## src/rtl/meta_write_scheduler.sv

```systemverilog
// Round-robin scheduler for L1 metadata writes from two requesters onto the tag-array
// write port, through a 2-entry FIFO with read-port deferral and a bounded-stall force.
module meta_write_scheduler #(
  parameter int IDX_W     = 6,
  parameter int WAYS      = 4,
  parameter int TAG_W     = 20,
  parameter int COH_W     = 2,
  parameter int STALL_MAX = 7
) (
  input  logic             clock,
  input  logic             reset,
  input  logic             in0_valid,
  output logic             in0_ready,
  input  logic [IDX_W-1:0] in0_idx,
  input  logic [WAYS-1:0]  in0_way_en,
  input  logic [TAG_W-1:0] in0_tag,
  input  logic [COH_W-1:0] in0_coh,
  input  logic             in1_valid,
  output logic             in1_ready,
  input  logic [IDX_W-1:0] in1_idx,
  input  logic [WAYS-1:0]  in1_way_en,
  input  logic [TAG_W-1:0] in1_tag,
  input  logic [COH_W-1:0] in1_coh,
  input  logic             rd_busy,
  output logic             out_valid,
  input  logic             out_ready,
  output logic [IDX_W-1:0] out_idx,
  output logic [WAYS-1:0]  out_way_en,
  output logic [TAG_W-1:0] out_tag,
  output logic [COH_W-1:0] out_coh,
  output logic             out_src,
  output logic             force_wr,
  input  logic [IDX_W-1:0] lookup_idx,
  output logic             lookup_hit
);

  localparam logic [3:0] STALL_LIM = 4'(STALL_MAX);

  typedef struct packed {
    logic [IDX_W-1:0] idx;
    logic [WAYS-1:0]  way_en;
    logic [TAG_W-1:0] tag;
    logic [COH_W-1:0] coh;
    logic             src;
  } entry_t;

  entry_t     mem [2];
  logic       head, tail, rr_ptr;
  logic [1:0] count;
  logic [3:0] scnt;

  logic   space, grant0, grant1, accept, fire, scnt_inc;
  logic   valid0, valid1;
  entry_t push_e, head_e;

  // NOTE: every always_comb output gets a default first so no latch can be inferred.
  always_comb begin
    space  = (count != 2'd2);
    grant0 = in0_valid & (~in1_valid | ~rr_ptr);
    grant1 = in1_valid & (~in0_valid | rr_ptr);
    // Ready is masked by reset because space is true while the FIFO is held empty.
    in0_ready = reset & space & grant0;
    in1_ready = reset & space & grant1;
    accept    = in0_ready | in1_ready;

    push_e = '{idx: in0_idx, way_en: in0_way_en, tag: in0_tag, coh: in0_coh, src: 1'b0};
    if (grant1) begin
      push_e = '{idx: in1_idx, way_en: in1_way_en, tag: in1_tag, coh: in1_coh, src: 1'b1};
    end

    head_e     = mem[head];
    out_idx    = head_e.idx;
    out_way_en = head_e.way_en;
    out_tag    = head_e.tag;
    out_coh    = head_e.coh;
    out_src    = head_e.src;

    out_valid = (count != 2'd0) & (~rd_busy | force_wr);
    fire      = out_valid & out_ready;
    scnt_inc  = (count != 2'd0) & rd_busy & ~force_wr;

    valid0     = (count == 2'd2) | ((count == 2'd1) & (head == 1'b0));
    valid1     = (count == 2'd2) | ((count == 2'd1) & (head == 1'b1));
    lookup_hit = (valid0 & (mem[0].idx == lookup_idx)) |
                 (valid1 & (mem[1].idx == lookup_idx));
  end

  // NOTE: state uses non-blocking assignments so every flop samples pre-edge values.
  // NOTE: the two entry registers are reset so out_* read zero while in reset.
  always_ff @(posedge clock or negedge reset) begin
    if (!reset) begin
      mem[0] <= '0;
      mem[1] <= '0;
      head   <= 1'b0;
      tail   <= 1'b0;
      count  <= 2'd0;
      rr_ptr <= 1'b0;
    end else begin
      if (accept) begin
        mem[tail] <= push_e;
        tail      <= ~tail;
        rr_ptr    <= in0_ready;  // after granting k, the other requester has priority
      end
      if (fire) head <= ~head;
      case ({accept, fire})
        2'b10:   count <= count + 2'd1;
        2'b01:   count <= count - 2'd1;
        default: count <= count;
      endcase
    end
  end

  // force_wr rises together with scnt reaching the limit and holds until the write fires.
  always_ff @(posedge clock or negedge reset) begin
    if (!reset) begin
      scnt     <= 4'd0;
      force_wr <= 1'b0;
    end else begin
      if (fire || count == 2'd0) scnt <= 4'd0;
      else if (scnt_inc)         scnt <= scnt + 4'd1;

      if (fire)                                    force_wr <= 1'b0;
      else if (scnt_inc && scnt + 4'd1 == STALL_LIM) force_wr <= 1'b1;
    end
  end

endmodule

```

## config.mk

```make
export PLATFORM = sky130hd
export DESIGN_NAME = meta_write_scheduler
export DESIGN_NICKNAME = d
export VERILOG_FILES = /design/src/rtl/meta_write_scheduler.sv
export SDC_FILE = /design/constraint.sdc
export NUM_CORES = 1
export LEC_CHECK = 0
export ABC_CLOCK_PERIOD_IN_PS = 3700
export BUFFER_PORTS_ARGS = -buffer_cell sky130_fd_sc_hd__buf_2
export CORE_MARGIN = 2
export CORE_UTILIZATION = 56
export CTS_BUF_LIST = sky130_fd_sc_hd__clkbuf_4 sky130_fd_sc_hd__clkbuf_8 sky130_fd_sc_hd__clkbuf_16
export DETAILED_ROUTE_END_ITERATION = 7
export GPL_ROUTABILITY_DRIVEN = 0
export MAX_ROUTING_LAYER = met4
export PLACE_DENSITY = 0.91
export SYNTH_ARGS = -nofsm -noshare
export SYNTH_HDL_FRONTEND = slang
export SYNTH_SLANG_ARGS = --single-unit
```

## constraint.sdc

```tcl
create_clock -name clock -period 3.7 [get_ports clock]
set_clock_uncertainty 0.2 [all_clocks]
set_input_delay 0.74 -clock clock [delete_from_list [all_inputs] [get_ports clock]]
set_output_delay 0.74 -clock clock [all_outputs]
set_load 0.02 [all_outputs]
```

==> out/results.ini <==
[yosys]
yosysWarnings=0
yosysSeqAreaShare_pct=48.6
synth_fp_nets=399
syn_area_mm2=0.00392
synth-seq-cells=76
syn_avg_cell_area_um2=12.4
postSynthCellCount=317
ys_types=31

[critical_path]
cp-start-kind=flop
crit_required_ns=2.76
crit_slowest_cell=dfrtp_1
reg2regPathDepth=6
r2r_start=count[0]
crit_fanout=4
crit_buf_inv=2
r2r_slack_ns=1.16
slowest_delay_ns=0.41
worstPathCellList=inv_1 -> ha_1 -> nand2b_1 -> a211oi_1 -> buf_2
critPathTopFamily=flip-flops
cp_data_arrival_time_ns=1.80
r2r-end=mem[55]
path_class=reg -> out
endpoint_kind=output port

[sta]
fin_ws_ns=0.958
hold_viol_final=0
max_freq_ghz=0.365
min_period_ns=2.74
setup_viol=0
finalSetupTns_ns=0
rsz0062_at_grt=no
finalCritPeriodShare_pct=74.1
slew_viol_final=0
max_slew.worst_pin.slew_ns=0.932
slew_headroom_pct=37.8

[clock_tree]
cts_tree=done
cts.repair.resized=0
clkLatencyLatePin_ns=0.35
cts_max_path_buffers=2
path_clk_slew_ns=0.08
cts-hold-fix-buffers=0
cts_buffers=9
cts.sinks=76
h-tree-depth=3
cts_root_buf=clkbuf_8
post-cts-setup-buffers=0

[route]
via_per_inst=5.26
drt-total-wl_mm=8.26
first_pass_iters=4
ant_nets=0
drcViolationCount=0
vias=2819
drtIter0Drc=78
wire_per_inst_um=15.4

[floorplanning]
num_rows=30
dieArea_mm2=0.00768
top_level_ports=114
fp.dieH_um=87.6
fp.dieW_um=87.6
core_mm2=0.00679
initial_core_util_pct=57.6

[min_path]
whs_endpoint=mem[4]
hp-start=mem[4]
hold_depth=1
hold_path_class=reg -> reg

[grt]
grt_max_degree=77
overflow=0
grt_antenna_before_repair=0
grt_pass1_vias=2871
grt_usage_pct=23.6
grt_pass1_wl_mm=13.4

[cells_and_area]
fin_area_mm2=0.00479
nNetsFinal=517
fill_cells=509
insertedDiodeCount=0
drive_gt1_share_pct=53.9
area_delta_synth_final_pct=22.4

[pwr]
power_leakage_nw=2.23
sequentialPowerShare_pct=35.5
intPower_mw=2.57
clock_power_share_pct=15.6
ir_drop_v=0.000530
p_per_area_mw_per_mm2=874
combPwrFrac_pct=48.9
p_sw_mw=1.62
sw_frac_of_total_pct=38.7

[place]
postPlaceCellArea_mm2=0.00458
dpl.hpwl_mm=5.86
port_buffers=113
pre_cts_slack_ns=1.01

[status]
status=finished clean

[job]
cap_violations=0

[worst max-delay path by stage]
stage | depth (start not counted) | slack [ns] | endpoint | from
3_5_place_dp | 7 | 1.01 | mem[54] | in0_valid
6_report | 5 | 0.96 | in0_ready | count[0]
3_3_place_gp | 7 | 1.11 | mem[32] | in0_valid
5_1_grt | 5 | 0.78 | in0_ready | count[0]
4_1_cts | 5 | 0.95 | in0_ready | count[0]
2_1_floorplan | 5 | 1.25 | in1_ready | in0_valid
[cells in the final DEF, fill, tap and decap left out]
master        n
clkbuf_4      1
xor2_1        6
nand4_1       1
nor2b_1       2
buf_12        1
clkinv_2      2
a21oi_1      26
nor4_1        2
dfrtp_1      76
bufinv_16     1
buf_4        10
nor3b_4       1
inv_1         8
a31o_2        1
nand3_1       3
xnor2_1      12
o21ai_0       4
mux2_1        1
a41o_1        1
nand2_1       3
o21ai_4       1
nor3_4        1
clkbuf_8     11
ha_1          6
nor3_1        2
nand2b_1      2
nor2_1       31
mux2_2       94
a211oi_1      1
clkinvlp_4    1
o31ai_1       1
mux2i_1      13
a31oi_1       2
buf_2       112
[power by group through the flow]
stage	registers, mW	clock network, mW	logic (mW)
5_1_grt	1.54	0.705	2.22
2_1_floorplan	1.42	0	1.54
6_report	1.49	0.654	2.05
3_5_place_dp	1.50	0	2.05
4_1_cts	1.49	0.672	2.07
3_3_place_gp	1.47	0	2.00
[sequential cells by signal, indices dropped and copies added (netlist names)]
signal / flops
tail: 1
rr_ptr: 1
count: 2
scnt: 4
force_wr: 1
mem: 66
head: 1
[layout make-up]
class                      instances  area (um2)  share of cell area, %
clock buffer                      12         159                   3.32
clock inverter                     4        47.5                  0.992
inverter                           8        30.0                  0.627
multi-input combinational        217        1880                   39.2
sequential                        76        1900                   39.7
tap                               96         120                   2.51
timing repair buffer             123         656                   13.7
[routing by layer]
metal / vias to the layer above / GRT usage (%) / routed length, um
met2: 98 / 37.9 / 4030
met5: - / - / 0
met1: 1364 / 28.9 / 3500
li1: 1344 / - / -
met4: 0 / 9.09 / 113
met3: 13 / 6.13 / 611
[cells by family (layout without fill, tap and decap cells)]
| logic type | count (synthesis) | in the layout | share of synthesized area (%) |
|---|---|---|---|
| multiplexers | 108 | 108 | 30.6 |
| flip-flops | 76 | 76 | 48.6 |
| AND/OR/NAND/NOR | 48 | 48 | 5.91 |
| AO/OA/AOI/OAI | 37 | 37 | 5.24 |
| buffers and inverters | 24 | 147 | 3.68 |
| XOR/XNOR | 18 | 18 | 4.03 |
| adder cells (fa/ha/maj) | 6 | 6 | 1.92 |
[Yosys cell counts, drive strengths merged]
library cell	instances	share of area (%)
a211oi	1	0.19
dfrtp	76	49
a31oi	2	0.32
nand3	3	0.38
nor2b	2	0.32
buf	14	2.7
nor4	2	0.32
a31o	1	0.22
nor3	3	0.67
nand4	1	0.16
xnor2	12	2.7
ha	6	1.9
clkbuf	2	0.19
nor2	31	3.0
o21ai	5	0.74
nand2	3	0.29
xor2	6	1.3
o31ai	1	0.19
nand2b	2	0.32
a41o	1	0.26
mux2	95	27
nor3b	1	0.48
mux2i	13	3.3
a21oi	26	3.3
inv	8	0.77
[metrics by stage]
step	std cells	hold slack (ns)	total power, mW	utilization [%]
after floorplan	317	0.244	2.97	-
after global placement	520	0.263	3.46	67.5
after detailed placement	520	0.279	3.56	67.5
after CTS	536	0.296	4.23	70.5
after global routing	536	0.317	4.46	70.5
final	536	0.290	4.19	70.5
(Power assumes the default switching activity.)
